<file path="src/rtl/multdiv_pkg.sv">
// Shared definitions for the multdiv unit.
//   divState_t     - sequencer states of the iterative divider
//   counterWidth() - bits needed to count 0..width
//   DIV_BY_ZERO_Q  - quotient returned on a zero divisor (all ones, sliced to WIDTH)
package multdiv_pkg;

  typedef enum logic [1:0] {
    IDLE = 2'd0,
    RUN  = 2'd1,
    FIX  = 2'd2,
    DONE = 2'd3
  } divState_t;

  function automatic int unsigned counterWidth(input int unsigned width);
    return $clog2(width + 1);
  endfunction

  localparam logic [63:0] DIV_BY_ZERO_Q = '1;

endpackage

</file>
<file path="src/rtl/twos_negate.sv">
// Conditional two's-complement negator.
//   dataIn  - operand
//   negate  - 1 selects -dataIn, 0 passes dataIn through
//   dataOut - result, same width as dataIn
module twos_negate #(
  parameter int unsigned WIDTH = 32
) (
  input  logic [WIDTH-1:0] dataIn,
  input  logic             negate,
  output logic [WIDTH-1:0] dataOut
);

  assign dataOut = negate ? ('0 - dataIn) : dataIn;

endmodule

</file>
<file path="src/rtl/divider_seq.sv">
// Multi-cycle non-restoring integer divider, signed or unsigned per operation.
//   clock, reset_n     - rising-edge clock, asynchronous active-low reset
//   start              - request; accepted in IDLE or DONE only
//   signed_mode        - 1 = two's-complement operands, sampled with start
//   dividend, divisor  - operands, sampled on the accepting edge
//   busy               - high while iterating (RUN) and correcting (FIX)
//   result_ready       - one-cycle pulse while quotient/remainder are fresh
//   quotient/remainder - registered results, held until the next result
//   div_by_zero        - registered, set with the result of a zero-divisor request
module divider_seq
  import multdiv_pkg::*;
#(
  parameter int unsigned WIDTH = 32
) (
  input  logic             clock,
  input  logic             reset_n,
  input  logic             start,
  input  logic             signed_mode,
  input  logic [WIDTH-1:0] dividend,
  input  logic [WIDTH-1:0] divisor,
  output logic             busy,
  output logic             result_ready,
  output logic [WIDTH-1:0] quotient,
  output logic [WIDTH-1:0] remainder,
  output logic             div_by_zero
);

  localparam int unsigned CW = counterWidth(WIDTH);
  localparam logic [CW-1:0] LAST_STEP = CW'(WIDTH - 1);

  divState_t state, nextState;

  logic [WIDTH:0]   aReg;        // partial remainder, one guard bit for full unsigned range
  logic [WIDTH-1:0] qReg;
  logic [WIDTH-1:0] mReg;        // divisor magnitude
  logic             negDividend;
  logic             negDivisor;
  logic [CW-1:0]    counter;

  logic accept, divZero, inFix;
  logic dividendNeg, divisorNeg;

  assign accept      = start && ((state == IDLE) || (state == DONE));
  assign divZero     = (divisor == '0);
  assign inFix       = (state == FIX);
  assign dividendNeg = signed_mode & dividend[WIDTH-1];
  assign divisorNeg  = signed_mode & divisor[WIDTH-1];

  // One negator serves both the dividend magnitude (on the accepting edge)
  // and the quotient sign fix (in FIX); the two uses never overlap in time.
  logic [WIDTH-1:0] negAIn, negAOut;
  logic             negASel;
  logic [WIDTH-1:0] divisorMag;
  logic [WIDTH-1:0] remMag, remFixed;

  assign negAIn  = inFix ? qReg : dividend;
  assign negASel = inFix ? (negDividend ^ negDivisor) : dividendNeg;

  twos_negate #(.WIDTH(WIDTH)) uNegShared (
    .dataIn  (negAIn),
    .negate  (negASel),
    .dataOut (negAOut)
  );

  twos_negate #(.WIDTH(WIDTH)) uNegDivisor (
    .dataIn  (divisor),
    .negate  (divisorNeg),
    .dataOut (divisorMag)
  );

  // Final restore step; the true result is in [0, M) so WIDTH bits suffice.
  assign remMag = aReg[WIDTH] ? (aReg[WIDTH-1:0] + mReg) : aReg[WIDTH-1:0];

  twos_negate #(.WIDTH(WIDTH)) uNegRemainder (
    .dataIn  (remMag),
    .negate  (negDividend),
    .dataOut (remFixed)
  );

  // Non-restoring step: intermediate overflow of the shifted value wraps,
  // but the post-add/sub result always lands back in [-M, M).
  logic [WIDTH:0]   shifted, mExt, aStep;
  logic [WIDTH-1:0] qStep;

  always_comb begin
    shifted = {aReg[WIDTH-1:0], qReg[WIDTH-1]};
    mExt    = {1'b0, mReg};
    aStep   = aReg[WIDTH] ? (shifted + mExt) : (shifted - mExt);
    qStep   = {qReg[WIDTH-2:0], ~aStep[WIDTH]};
  end

  always_ff @(posedge clock or negedge reset_n) begin
    if (!reset_n) state <= IDLE;
    else          state <= nextState;
  end

  always_comb begin
    nextState = state;
    case (state)
      IDLE: if (start) nextState = divZero ? DONE : RUN;
      RUN:  if (counter == LAST_STEP) nextState = FIX;
      FIX:  nextState = DONE;
      DONE: nextState = start ? (divZero ? DONE : RUN) : IDLE;
      default: nextState = IDLE;
    endcase
  end

  assign busy         = (state == RUN) || (state == FIX);
  assign result_ready = (state == DONE);

  always_ff @(posedge clock or negedge reset_n) begin
    if (!reset_n) begin
      aReg        <= '0;
      qReg        <= '0;
      mReg        <= '0;
      negDividend <= 1'b0;
      negDivisor  <= 1'b0;
      counter     <= '0;
      quotient    <= '0;
      remainder   <= '0;
      div_by_zero <= 1'b0;
    end else if (accept) begin
      if (divZero) begin
        quotient    <= DIV_BY_ZERO_Q[WIDTH-1:0];
        remainder   <= dividend;
        div_by_zero <= 1'b1;
      end else begin
        negDividend <= dividendNeg;
        negDivisor  <= divisorNeg;
        mReg        <= divisorMag;
        aReg        <= '0;
        qReg        <= negAOut;
        counter     <= '0;
      end
    end else begin
      case (state)
        RUN: begin
          aReg    <= aStep;
          qReg    <= qStep;
          counter <= counter + CW'(1);
        end
        FIX: begin
          quotient    <= negAOut;
          remainder   <= remFixed;
          div_by_zero <= 1'b0;
        end
        default: ;
      endcase
    end
  end

endmodule

</file>
<file path="config.mk">
export PLATFORM = sky130hd
export DESIGN_NAME = divider_seq
export DESIGN_NICKNAME = d
export VERILOG_FILES = /design/src/rtl/multdiv_pkg.sv /design/src/rtl/twos_negate.sv /design/src/rtl/divider_seq.sv
export SDC_FILE = /design/constraint.sdc
export NUM_CORES = 1
export LEC_CHECK = 0
export BUFFER_PORTS_ARGS = -buffer_cell sky130_fd_sc_hd__buf_2
export CORE_MARGIN = 4
export CORE_UTILIZATION = 28
export CTS_BUF_LIST = sky130_fd_sc_hd__clkbuf_16
export CTS_CLUSTER_SIZE = 24
export DETAILED_ROUTE_END_ITERATION = 12
export PLACE_DENSITY_LB_ADDON = 0.1
export SYNTH_ARGS = -nofsm -noshare
export SYNTH_HDL_FRONTEND = slang
export SYNTH_SLANG_ARGS = --single-unit
</file>
<file path="constraint.sdc">
create_clock -name clock -period 5.7 [get_ports clock]
set_clock_uncertainty 0.2 [all_clocks]
set_input_delay 0 -clock clock [delete_from_list [all_inputs] [get_ports clock]]
set_output_delay 0 -clock clock [all_outputs]
set_load 0.02 [all_outputs]
</file>
## Yosys cells after proc, flatten, opt, wreduce, memory -nomap -nowiden

Index checks and enable logic that the tools add are counted.

- Input port bits: 68
- Flip-flop bits (word level): 172
- Output and inout port bits: 67
- Word-level logic and storage cells: 71

- Equality and inequality tests: 8
- Bitwise gates (word level): 5
- Multiplexer cells: 30
- Add/sub/neg operators: 7
- Reductions and logical operators: 11

Operators with widths:

| cell | count |
|---|---|
| $mux 32 | 14 |
| $mux 33 | 4 |
| $sub 1x32->32 const A | 3 |
| $add 33x32->33 | 1 |
| $sub 33x32->33 | 1 |
| $add 32x32->32 | 1 |
| $logic_not 32->1 | 1 |
| $mux 6 | 3 |
| $mux 2 | 4 |
| $pmux 2 s4 | 1 |
| $reduce_and 2->1 | 4 |
| $add 6x1->6 const B | 1 |
| $eq 6x5->1 const B | 1 |
| $ne 2x2->1 const B | 3 |
| $eq 2x2->1 const B | 2 |
| $mux 1 | 4 |
| $reduce_bool 2->1 | 2 |
| $and 1x1->1 | 2 |
| $eq 2x1->1 const B | 1 |
| $logic_not 2->1 | 1 |
| $logic_or 1x1->1 | 2 |
| $ne 2x1->1 const B | 1 |
| $not 1->1 | 2 |
| $logic_and 1x1->1 | 1 |
| $xor 1x1->1 | 1 |

## Depth between registers and ports, before layout

Gate-level depths: netlist of the first run.

- Depth in word-level cells: 6
- Gate-level depth with buffers: 21
- Mapped depth without buffers: 20

## Cells and area by module

From an unflattened synthesis of the first run, not the netlist that was laid out.

- Cells, all modules: 1638
- Area total of the unflattened synthesis: 14051.0 um^2

Modules (own cells, without submodules):

| module | times used | cells each | sequential area each (um^2) | area each (um^2) |
|---|---|---|---|---|
| divider_seq | 1 | 1332 | 4304.1 | 11787.6 |
| twos_negate at uNegRemainder ... | 2 | 99 | 0.0 | 748.2 |
| twos_negate at uNegDivisor | 1 | 108 | 0.0 | 767.0 |

## Worst setup path before layout of the first run

OpenSTA, ideal clock, no wires.

- Kind: reg-to-reg
- Start: reg aReg[32]
- End: reg qReg[0]
- Cell stages (with the launch flop): 22
- Slack: 0.395 ns
- Path buffers: 7
- Setup time: 0.141 ns
- Required time: 5.359 ns
- Arrival time: 4.964 ns
- Clock period less this slack: 5.305 ns
- Cell sequence: dfrtp_1 clkbuf_1 clkbuf_1 clkbuf_1 buf_1 clkbuf_1 buf_1 clkbuf_1 nor2_1 xor2_1 ha_1 a21o_1 a21o_1 a21o_1 o21a_1 o21a_1 a21oi_1 o31ai_1 or4_1 a31oi_1 xor2_1 o221ai_1

- Cells in the longest elaborated chain, start to end: 4

RTL lines:

| what | line | RTL |
|---|---|---|
| start, declared | divider_seq.sv:33 | `logic [WIDTH:0] aReg;` |
| start signal, assigned | divider_seq.sv:138 | `aReg <= aStep;` |
| $mux 33 | divider_seq.sv:88 | `aStep = aReg[WIDTH] ? (shifted + mExt) : (shifted - mExt);` |
| $not 1->1 | divider_seq.sv:89 | `qStep = {qReg[WIDTH-2:0], ~aStep[WIDTH]};` |
| $mux 32 | divider_seq.sv:136 | `case (state)` |
| $mux 32 | divider_seq.sv:122 | `end else if (accept) begin` |
| end signal, assigned | divider_seq.sv:132 | `qReg <= negAOut;` |
| end signal, assigned | divider_seq.sv:139 | `qReg <= qStep;` |
| end, declared | divider_seq.sv:34 | `logic [WIDTH-1:0] qReg;` |

No other way between the ends. The select of a mux whose other input is x is not followed.
A chain may end at the register's enable or synchronous reset.

## Final worst setup path of the first run

- Start: reg mReg[9]
- End: reg qReg[0]

- Cells in the longest elaborated chain, start to end: 5
- Elaborated cells on any way between the ends: 6
- Classes of those cells: add/sub (2); mux (3); bitwise (1)

RTL lines:

| what | line | RTL |
|---|---|---|
| start, declared | divider_seq.sv:35 | `logic [WIDTH-1:0] mReg;` |
| start signal, assigned | divider_seq.sv:130 | `mReg <= divisorMag;` |
| $sub 33x32->33 or $add 33x32->33 (tied branches) | divider_seq.sv:88 |  |
| $mux 33 * | divider_seq.sv:88 |  |
| $not 1->1 * | divider_seq.sv:89 |  |
| $mux 32 * | divider_seq.sv:136 |  |
| $mux 32 * | divider_seq.sv:122 |  |

Mark *: on every way between the ends. The rest lies on a longest branch, timed or not. The select of a mux whose other input is x is not followed.

==> summary.txt, run 1 <==
TritonCTS buffer count -> 17
RSZ-0062 raised after global routing -> false
most frequent cells in the layout -> 186 x o21ai_0, 172 x nand2_1, 171 x dfrtp_1
status -> finished clean
YS warnings -> 0
Design Power -> 11.42 mW
antenna violations before repair -> 0
FMAX -> 203.5 MHz
ys async rst share -> 100.0%
P_leak -> 7.128 nW
commonest non-fill, non-tap cell in the layout -> o21ai_0
largest area contributor in the synthesized netlist -> dfrtp_1
row cnt -> 80
Max Cap Viol -> 0
HPWL Detailed -> 33670 µm
dpl ws -> 0.7342 ns
Post-Syn Area -> 0.01371 mm²
Syn-to-layout area delta -> 20.95%
Mapped Avg Cell Area -> 8.151 µm²
Post-route DRC -> 0
largest cells by area after synthesis -> dfrtp_1 31%, o21ai_0 6.8%, ha_1 6.7%, a21oi_1 5.4%, xor2_1 5.2%
Final WS setup -> 0.7861 ns
GP Congestion -> 0.8585
syn nets -> 1825
remaining antenna violation count -> 0
Final nets -> 2013
startpoint types -> flip-flop
Bufs and invs on worst path -> 0
critical path class -> reg2reg
ANT cells -> 0
critical path's most frequent cell -> nand2_1
Max Root-Sink Buffers -> 2
Final Hold Viols -> 0
number of synthesized flops with an enable pin -> 0
CTS tree -> yes
Required @ worst endpoint -> 5.80 ns
worst-path fanout max -> 6
PwrDens -> 688.9 mW/mm²
DIE HEIGHT -> 229.3 µm
chip width -> 229.3 µm
GRT Total Usage -> 16.90%
share of cells above drive strength 1 -> 11.52%
core area -> 0.04805 mm²
clock sinks -> 172
vias after detailed routing -> 12.79k
root buffer cell -> clkbuf_16
Layout Cell Area excl Fill -> 0.01658 mm²
synth unique cells -> 78
Top FF cell, synth -> dfrtp_1
top-area cell type share of the netlist area -> 31.40%
VDD IR max -> 0.0002901 V
# IOs -> 135
CP endpoint kind -> flip-flop
Vias/cell -> 5.120
routed wire length -> 44220 µm
Iter 0 DRT Violations -> 694
Gate Count Post-Synth -> 1682
Seq/Total Area, Yosys -> 31.40%
vias in the first global route -> 12.62k
Hold Path Class -> in2reg
largest net degree at the start of global routing -> 87
H-tree Lvls -> 4
fin. max-slew vios -> 0
Layout fillers -> 5070
critical path's slowest cell -> dfrtp_1
total grt overflow -> 0
DR WL/cell -> 17.70 µm
slew of the pin with the lowest slew margin -> 1.175 ns
post-CTS setup buffer count -> 0
CP cell instances -> nor3_1 > nand2_1 > nor4_1 > nand2_1 > nor2_1 > nand2_1 > nor2_1 > a21oi_1 > xor2_1 > ha_1 > a21o_1 > a21o_1 > a21oi_1 > o21ai_0 > nand2_1 > o31ai_1 > or4_1 > a31oi_1 > xor2_1 > o221ai_1
Tcrit/Tclk final -> 86.21%
DRT Pass-1 Iters -> 5
Port Buffers -> 134
min Tclk post-route -> 4.914 ns
relative slew slack -> 21.69%
max incr delay on CP -> 0.44 ns
Crit path max-delay family -> simple AND/OR/NAND/NOR gates
setup TNS -> 0 ns
Die Footprint -> 0.05257 mm²
#FFs+latches synth -> 172
Clk pin slew, worst setup/hold paths -> 0.08 ns
Final setup viols -> 0
worst skew pair latency -> 0.47 ns
Cell Area, Placed -> 0.01504 mm²
CP Data Arrival Time -> 5.01 ns
first-pass GRT wire length -> 71790 µm
initial core utilization -> 28.53%
## synthesized netlist by cell type (all sizes together) (8+ instances only)
cell	number
and3	16
nor3	45
clkbuf	63
or3	12
a31oi	16
ha	73
o31ai	12
o21a	15
or4	8
xor2	81
o22ai	24
nand2	174
nand3	25
a221o	9
o211ai	10
and2	16
mux2i	42
a22oi	26
nor2	154
xnor2	79
a211oi	17
nor4	11
nand4	14
buf	19
nand2b	19
nand3b	9
dfrtp	172
nor2b	14
a21o	43
o21ai	187
a21oi	148
inv	28
## power by group
part | internal, mW | switching [mW] | leakage (nW)
logic | 3.15 | 4.61 | 4.71
clock network | 0.620 | 0.594 | 0.281
registers | 1.78 | 0.668 | 2.13
## worst paths after layout
kind,start,endpoint,slack (ns),depth (start not counted)
max reg2reg,mReg[9]$_DFFE_PN0P_,qReg[0]$_DFFE_PN0P_,0.79,20
min in group asynchronous,reset_n,quotient[9]$_DFFE_PN0P_,0.49,3
max in group asynchronous,reset_n,qReg[6]$_DFFE_PN0P_,3.66,4
min,divisor[0],mReg[0]$_DFFE_PN0P_,0.16,4
min reg2reg,quotient[26]$_DFFE_PN0P_,quotient[26]$_DFFE_PN0P_,0.30,1
max,mReg[9]$_DFFE_PN0P_,qReg[0]$_DFFE_PN0P_,0.79,20
## metrics by stage
stage,hold slack [ns],cells,utilization (%)
3_5_place_dp,-0.05362,2370,31.30
6_report,0.1552,2498,34.51
5_1_grt,0.1744,2498,34.51
2_1_floorplan,-0.4956,1682,-
4_1_cts,0.1158,2498,34.51
3_3_place_gp,-0.06341,2370,31.30
## registers in the layout, summed over array words and instances (netlist names)
signal / count
state: 2
qReg: 32
remainder: 32
aReg: 33
quotient: 32
negDivisor: 1
negDividend: 1
mReg: 32
div_by_zero: 1
counter: 6
## timing repair
item                                   CTS  global route
hold buffers                            96             0
endpoints found under the hold margin  199             0
resized for setup                        0             0
## worst min-delay path: stages
cell	delay, ns
dlygate4sd3_1	0.52
buf_2	0.13
nand2_1	0.06
o21ai_0	0.07
## metal layers
| layer | global-route usage [%] | up-vias | wire length (µm) |
|---|---|---|---|
| met5 | 0 | - | 0 |
| met4 | 4.146 | 0 | 595 |
| met3 | 2.174 | 25 | 1332 |
| met2 | 26.18 | 203 | 19120 |
| met1 | 24.92 | 6050 | 23170 |
| li1 | - | 6513 | - |
## cells by family (layout without fill, tap and decap cells)
family	count (synthesis)	count (layout)	share of synthesized area, %
fa+ha+maj	75	75	6.954
simple gates	538	538	18.60
xor+xnor	160	160	10.22
compound gates	576	576	25.96
mux	49	49	3.642
flops	172	172	31.40
buf+inv	112	313	3.231
## area by class of cell
cell class	instances	area, µm²	area share (%)
tap	615	769.5	4.640
sequential	172	4305	25.96
clock buffer	17	425.4	2.565
timing repair buffer	251	1821	10.98
clock inverter	15	158.9	0.9583
multi-input combinational	1398	8990	54.21
inverter	30	112.6	0.6791
No activity file was read; power rests on OpenSTA's default activity.
==> run 2, diff against run 1 <==
--- a/config.mk
+++ b/config.mk
@@ -6,7 +6,7 @@
 export NUM_CORES = 1
 export LEC_CHECK = 0
 export BUFFER_PORTS_ARGS = -buffer_cell sky130_fd_sc_hd__buf_2
-export CORE_MARGIN = 4
+export CORE_MARGIN = 3
 export CORE_UTILIZATION = 28
 export CTS_BUF_LIST = sky130_fd_sc_hd__clkbuf_16
 export CTS_CLUSTER_SIZE = 24
==> run 2 against run 1 <==
  * Non-clock buffer count down 1
  * Clock-buffer cell count unchanged
  * Die area down 1.7%
  * The run now ends with hold timing left
  * Clock power up 8%
  * Global-route usage up 0.52 points
  * Via count up 0.57%
  * Hold slack worse by 0.19 ns
  * Final cell count about the same
  * Setup slack worse by 0.23 ns
  * Combinational power up 0.8%
==> summary.txt, run 2 (synthesized netlist as in run 1, its figures left out) <==
status -> finished, violations left
failing checks -> hold timing
root buffer cell -> clkbuf_16
worst r2r src -> aReg[0]$_DFFE_PN0P_
DIE HEIGHT -> 227.3 µm (-0.87%)
FMAX -> 194.5 MHz (-4.4%)
# IOs -> 135 (unchanged)
P_int -> 5.688 mW (+2.4%)
HPWL Detailed -> 33920 µm (+0.74%)
CP endpoint kind -> flip-flop
register area -> 0.004305 mm² (unchanged)
Required @ worst endpoint -> 5.85 ns (+0.05 ns)
VDD IR max -> 0.0002926 V (+0.86%)
max incr delay on CP -> 0.59 ns (+0.15 ns)
Tcrit/Tclk final -> 90.20% (+4.0 points)
dpl ws -> 0.7725 ns (+0.03838 ns)
Clk pin slew, worst setup/hold paths -> 0.08 ns (about the same)
chip width -> 227.3 µm (-0.87%)
DRT Pass-1 Iters -> 5 (unchanged)
Max Cap Viol -> 0 (unchanged)
routed wire length -> 44840 µm (+1.4%)
Post-route DRC -> 0 (unchanged)
Final setup viols -> 0 (unchanged)
Hold Path Class -> in2async
Cell Area, Placed -> 0.01505 mm² (about the same)
Layout Utilization -> 34.58% (+0.068 points)
fin cells -> 2497 (-0.040%)
critical path's most frequent cell -> a221o_1
Syn-to-layout area delta -> 21.19%
fin. max-slew vios -> 0 (unchanged)
critical path class -> reg2reg
post-CTS sizing -> 0 (unchanged)
commonest non-fill, non-tap cell in the layout -> o21ai_0
startpoint types -> flip-flop
Worst R2R Path Depth -> 14 (-30%)
vias in the first global route -> 12.51k (-0.90%)
R2R Setup Slk -> 0.56 ns (-0.23 ns)
Bufs and invs on worst path -> 1 (+1)
clock sinks -> 172 (unchanged)
ANT cells -> 0 (unchanged)
Layout fillers -> 5076 (+0.12%)
FF-to-FF End -> remainder[23]$_DFFE_PN0P_
PwrDens -> 696.7 mW/mm² (+1.1%)
hold slack -> -0.03877 ns (-0.1940 ns)
sequential power share -> 21.1% (-0.4 points)
slew of the pin with the lowest slew margin -> 1.080 ns (-0.09440 ns)
TritonCTS buffer count -> 17 (unchanged)
switching pwr -> 5.887 mW (+0.28%)
Vias/cell -> 5.152 (+0.61%)
total grt overflow -> 0 (unchanged)
Largest register FFs -> 33 (unchanged)
Final WS setup -> 0.5587 ns (-0.2274 ns)
share of cells above drive strength 1 -> 11.58% (+0.059 points)
Final Hold Viols -> 15 (+15)
Final nets -> 2012 (-0.050%)
Iter 0 DRT Violations -> 669 (-3.6%)
Port Buffers -> 134 (unchanged)
Largest Register -> aReg
H-tree Lvls -> 4 (unchanged)
core area -> 0.04805 mm² (unchanged)
CTS tree -> yes
P_leak -> 7.152 nW (+0.34%)
setup TNS -> 0 ns (unchanged)
first-pass GRT wire length -> 70780 µm (-1.4%)
min Tclk post-route -> 5.141 ns (+0.2274 ns)
Max Root-Sink Buffers -> 2 (unchanged)
CP Data Arrival Time -> 5.29 ns (+0.28 ns)
area of the multi-input gates -> 0.008990 mm² (unchanged)
Net Sw Frac -> 50.86% (-0.54 points)
antenna violations before repair -> 0 (unchanged)
DR WL/cell -> 17.96 µm (+1.4%)
Crit path max-delay family -> compound AO/OA/AOI/OAI gates
GP Congestion -> 0.8630 (+0.52%)
largest net degree at the start of global routing -> 97 (+11%)
worst skew pair latency -> 0.46 ns (about the same)
vias after detailed routing -> 12.86k (+0.57%)
Comb pwr share -> 67.6% (-0.3 points)
Die Footprint -> 0.05165 mm² (-1.7%)
most frequent cells in the layout -> 186 x o21ai_0, 172 x nand2_1, 171 x dfrtp_1
initial core utilization -> 28.53% (unchanged)
relative slew slack -> 27.98% (+6.3 points)
worst-path fanout max -> 5 (-1)
placed insts -> 2372 (+0.084%)
GRT Total Usage -> 17.42% (+0.52 points)
remaining antenna violation count -> 0 (unchanged)
Design Power -> 11.58 mW (+1.3%)
clock power share -> 11.3% (+0.7 points)
Layout Cell Area excl Fill -> 0.01661 mm² (+0.20%)
row cnt -> 80 (unchanged)
CP cell instances -> ha_1 > fa_1 > a21o_1 > a221o_1 > xor2_1 > a2111oi_0 > o21ai_0 > nor4_2 > nand2_1 > nor3_1 > nor2_1 > xnor2_1 > a221o_1 > dlygate4sd3_1
RSZ-0062 raised after global routing -> false
critical path's slowest cell -> nor3_1
run 2: cell count changes in the layout (fill, tap and decap cells not counted), moves of 2 or more:
cell | before | now
inv_8 | 4 | 0
bufinv_16 | 1 | 4
dlygate4sd3_1 | 96 | 93
buf_4 | 19 | 21
clkinv_4 | 0 | 2
clkinvlp_4 | 3 | 1
inv_6 | 4 | 6
run 2: final cells by class:
class | count | area share [%]
clock buffer | 17 | 2.560
inverter | 30 | 0.6778
timing repair buffer | 250 | 10.87
clock inverter | 15 | 1.243
sequential | 172 | 25.91
tap | 615 | 4.631
multi-input combinational | 1398 | 54.11
run 2: power by group through the flow:
stage,clock (mW),sequential [mW],combinational (mW)
2_1_floorplan,0,2.43,5.72
6_report,1.31,2.44,7.82
3_3_place_gp,0,2.46,7.73
5_1_grt,1.40,2.52,8.80
3_5_place_dp,0,2.46,7.76
4_1_cts,1.35,2.44,7.87
run 2: worst reg2reg max path: stages (launching register included):
cell           delay (ns)
dfrtp_1              0.44
ha_1                 0.26
fa_1                 0.45
a21o_1               0.20
a221o_1              0.38
xor2_1               0.19
a2111oi_0            0.39
o21ai_0              0.30
nor4_2               0.33
nand2_1              0.18
nor3_1               0.59
nor2_1               0.12
xnor2_1              0.16
a221o_1              0.29
dlygate4sd3_1        0.55
run 2: how the worst max path moves through the flow:
stage / depth (start not counted) / startpoint / slack (ns) / to
floorplan: 21 / aReg[32]$_DFFE_PN0P_ / 0.39 / qReg[0]$_DFFE_PN0P_
global placement: 19 / mReg[1]$_DFFE_PN0P_ / 0.91 / qReg[0]$_DFFE_PN0P_
finish: 14 / aReg[0]$_DFFE_PN0P_ / 0.56 / remainder[23]$_DFFE_PN0P_
CTS: 14 / aReg[0]$_DFFE_PN0P_ / 0.53 / remainder[23]$_DFFE_PN0P_
global route: 14 / aReg[0]$_DFFE_PN0P_ / 0.13 / remainder[23]$_DFFE_PN0P_
detailed placement: 19 / mReg[1]$_DFFE_PN0P_ / 0.77 / qReg[0]$_DFFE_PN0P_
run 2: timing repair:
action / in CTS / in global routing
hold buffers: 93 / 0
hold endpoints to repair: 194 / 0
buffers inserted: 0 / 0
run 2: layer usage:
| metal | vias up | track usage [%] | part of all wire, % |
|---|---|---|---|
| met5 | - | 0 | 0 |
| met4 | 0 | 3.806 | 1.1 |
| met3 | 28 | 1.986 | 3.3 |
| met2 | 232 | 27.15 | 43 |
| met1 | 6100 | 25.93 | 52 |
| li1 | 6504 | - | - |
==> run 3, diff against run 2 <==
--- a/config.mk
+++ b/config.mk
@@ -5,6 +5,7 @@
 export SDC_FILE = /design/constraint.sdc
 export NUM_CORES = 1
 export LEC_CHECK = 0
+export ABC_AREA = 1
 export BUFFER_PORTS_ARGS = -buffer_cell sky130_fd_sc_hd__buf_2
 export CORE_MARGIN = 3
 export CORE_UTILIZATION = 28
==> run 3 against run 2 <==
  * The run now ends clean
  * Sequential power up 2%
  * Sequential cell count unchanged
  * Utilization down 0.41 points
  * Clock-buffer cell count unchanged
==> summary.txt, run 3 <==
FMAX -> 232.0 MHz (+19%)
antenna violations before repair -> 0 (unchanged)
post-CTS sizing -> 0 (unchanged)
Clk pin slew, worst setup/hold paths -> 0.07 ns (about the same)
Mapped Avg Cell Area -> 6.364 µm² (-22%)
GRT busiest layer -> met2
worst-path fanout max -> 5 (unchanged)
Post-Syn Area -> 0.01525 mm² (+11%)
Largest register FFs -> 33 (unchanged)
CTS tree -> yes
clock sinks -> 172 (unchanged)
TritonCTS buffer count -> 17 (unchanged)
Synth Area in Adders -> 6.253% (-0.70 points)
H-tree Lvls -> 4 (unchanged)
routed wire length -> 60350 µm (+35%)
Final nets -> 2739 (+36%)
initial core utilization -> 28.67% (+0.14 points)
worst r2r src -> mReg[1]$_DFFE_PN0P_
Iter 0 DRT Violations -> 1222 (+83%)
PwrDens -> 700.9 mW/mm² (+0.60%)
largest family of logic cells by synthesized area -> simple AND/OR/NAND/NOR gates
RSZ-0062 raised after global routing -> false
CP Data Arrival Time -> 4.53 ns (-0.76 ns)
Tcrit/Tclk final -> 75.61% (-15 points)
hold_sp -> dividend[9]
remaining antenna violation count -> 0 (unchanged)
chip width -> 239.4 µm (+5.3%)
synth cell count leaders -> 731 x nand2_1, 343 x inv_1, 213 x nor2_1, 172 x dfrtp_1, 163 x o21ai_0
ANT cells -> 0 (unchanged)
DR WL/cell -> 18.30 µm (+1.9%)
hold slack -> 0.1052 ns (+0.1440 ns)
Die Footprint -> 0.05729 mm² (+11%)
Compound-Gate Fraction of Synth Area -> 15.58% (-10 points)
#FFs+latches synth -> 172 (unchanged)
Hold Path Class -> in2reg
Final Hold Viols -> 0 (-15)
GR Util met1 -> 29.86% (+3.9 points)
Post-Synth Simple-Gate Area -> 32.86% (+14 points)
YS warnings -> 0 (unchanged)
first-pass GRT wire length -> 92760 µm (+31%)
mux cell area share after synthesis -> 0.06565% (-3.6 points)
number of synthesized flops with an enable pin -> 0 (unchanged)
Required @ worst endpoint -> 5.92 ns (+0.07 ns)
Layout fillers -> 5896 (+16%)
met3 Usage GRT -> 3.650% (+1.7 points)
VDD IR max -> 0.0003710 V (+27%)
Final setup viols -> 0 (unchanged)
Max Cap Viol -> 0 (unchanged)
Syn-to-layout area delta -> 19.17%
critical path class -> reg2reg
Max Root-Sink Buffers -> 2 (unchanged)
vias in the first global route -> 15.50k (+24%)
Gate Count Post-Synth -> 2396 (+42%)
Largest Register -> aReg
core area -> 0.05318 mm² (+11%)
syn nets -> 2539 (+39%)
relative slew slack -> 16.91% (-11 points)
row cnt -> 84 (+5.0%)
largest cells by area after synthesis -> dfrtp_1 28%, nand2_1 18%, inv_1 8.4%, ha_1 6.0%, o21ai_0 5.4%
startpoint types -> flip-flop
GP Congestion -> 0.9471 (+9.7%)
Post-route DRC -> 0 (unchanged)
status -> finished clean
Synth Area in XOR/XNOR -> 6.261% (-4.0 points)
slew of the pin with the lowest slew margin -> 1.245 ns (+0.1647 ns)
# IOs -> 135 (unchanged)
cell with the most instances after synthesis -> nand2_1
fin. max-slew vios -> 0 (unchanged)
synth unique cells -> 51 (-35%)
Crit. Startpoint -> mReg[1]$_DFFE_PN0P_
commonest non-fill, non-tap cell in the layout -> nand2_1
most frequent cells in the layout -> 731 x nand2_1, 346 x inv_1, 209 x nor2_1
min Tclk post-route -> 4.310 ns (-0.8314 ns)
Seq/Total Area, Yosys -> 28.23% (-3.2 points)
root buffer cell -> clkbuf_16
ys async rst share -> 100.0% (unchanged)
HPWL Detailed -> 47760 µm (+41%)
GRT Total Usage -> 21.31% (+3.9 points)
total grt overflow -> 0 (unchanged)
top-area cell type share of the netlist area -> 28.23% (-3.2 points)
post-CTS setup buffer count -> 0 (unchanged)
Port Buffers -> 134 (unchanged)
vias after detailed routing -> 16.05k (+25%)
Top FF cell, synth -> dfrtp_1
Vias/cell -> 4.868 (-5.5%)
met2 usage -> 33.96% (+6.8 points)
DIE HEIGHT -> 239.4 µm (+5.3%)
share of cells above drive strength 1 -> 9.314% (-2.3 points)
worst skew pair latency -> 0.51 ns (+0.05 ns)
P_leak -> 9.152 nW (+28%)
largest net degree at the start of global routing -> 86 (-11%)
setup TNS -> 0 ns (unchanged)
DRT Pass-1 Iters -> 6 (+1)
largest area contributor in the synthesized netlist -> dfrtp_1
CP endpoint kind -> flip-flop
## run 3: cell count changes after synthesis, sizes merged, moves of 48 or more
cell	change
nand3	+128
nor2	+74
xnor2	-48
inv	+324
nand2	+560
a21oi	-51
## run 3: cells by family (layout without fill, tap and decap cells)
group / count (synthesis) / in the layout
buf+inv: 422 / 635
flops: 172 / 172
compound gates: 415 / 415
xor+xnor: 109 / 109
fa+ha+maj: 75 / 75
simple gates: 1202 / 1202
mux: 1 / 1
## run 3: final timing paths
check,to,slack [ns],depth (start not counted)
setup / recovery,qReg[0]$_DFFE_PN0P_,1.39,25
hold / removal,remainder[9]$_DFFE_PN0P_,0.11,4
setup reg to reg,qReg[0]$_DFFE_PN0P_,1.39,25
hold reg to reg,div_by_zero$_DFFE_PN0P_,0.30,2
max in group asynchronous,remainder[3]$_DFFE_PN0P_,3.32,4
min in group asynchronous,qReg[9]$_DFFE_PN0P_,0.43,3
## run 3: worst max-delay path, stage by stage (launching register included)
cell	delay, ns
dfrtp_1	0.46
inv_1	0.10
ha_1	0.17
nand3_1	0.15
nor2_1	0.17
nand4_1	0.21
nor2_1	0.19
nand3_1	0.09
nand2_1	0.11
nand2_1	0.10
nor2_1	0.16
o21ai_0	0.21
a21oi_1	0.26
and2_1	0.18
xor2_1	0.07
ha_1	0.32
nand2_1	0.08
nor2_1	0.20
nand2_1	0.10
nor3_1	0.13
nand2_1	0.07
nand2_1	0.07
a21oi_1	0.06
o21ai_0	0.11
nand2_1	0.09
o21ai_0	0.16
## run 3: cell type report
class / count / area [µm²] / area share, %
clock buffers: 17 / 425.4 / 2.341
clock inverters: 15 / 145.1 / 0.7988
flip-flops and latches: 172 / 4305 / 23.70
well taps: 688 / 860.8 / 4.738
inverters: 354 / 1329 / 7.313
multi-input cells: 1802 / 9324 / 51.32
repair buffers: 249 / 1780 / 9.799
## run 3: layer usage
| metal | routed length (µm) | part of all wire, % |
|---|---|---|
| met3 | 2675 | 4.4 |
| met4 | 1246 | 2.1 |
| met1 | 29580 | 49 |
| met5 | 0 | 0 |
| met2 | 26850 | 44 |
## run 3: what timing repair did
item                       CTS  global route
hold buffers                95             0
setup endpoints to repair    0             0
hold endpoints to repair   213             0
## run 3: where the power goes
group	switching [mW]	internal, mW
logic	6.11	2.91
registers	0.684	1.81
clock network	0.581	0.643
## run 3: metrics by stage
stage / power (mW) / instance area (µm²) / utilization [%] / cells / worst slack, ns
2_1_floorplan: 8.599 / 15250 / - / 2396 / 1.875
3_3_place_gp: 11.39 / 16650 / 31.31 / 3170 / 1.534
3_5_place_dp: 11.42 / 16650 / 31.31 / 3170 / 1.522
4_1_cts: 12.77 / 18170 / 34.17 / 3297 / 1.479
5_1_grt: 14.06 / 18170 / 34.17 / 3297 / 0.9545
6_report: 12.73 / 18170 / 34.17 / 3297 / 1.390
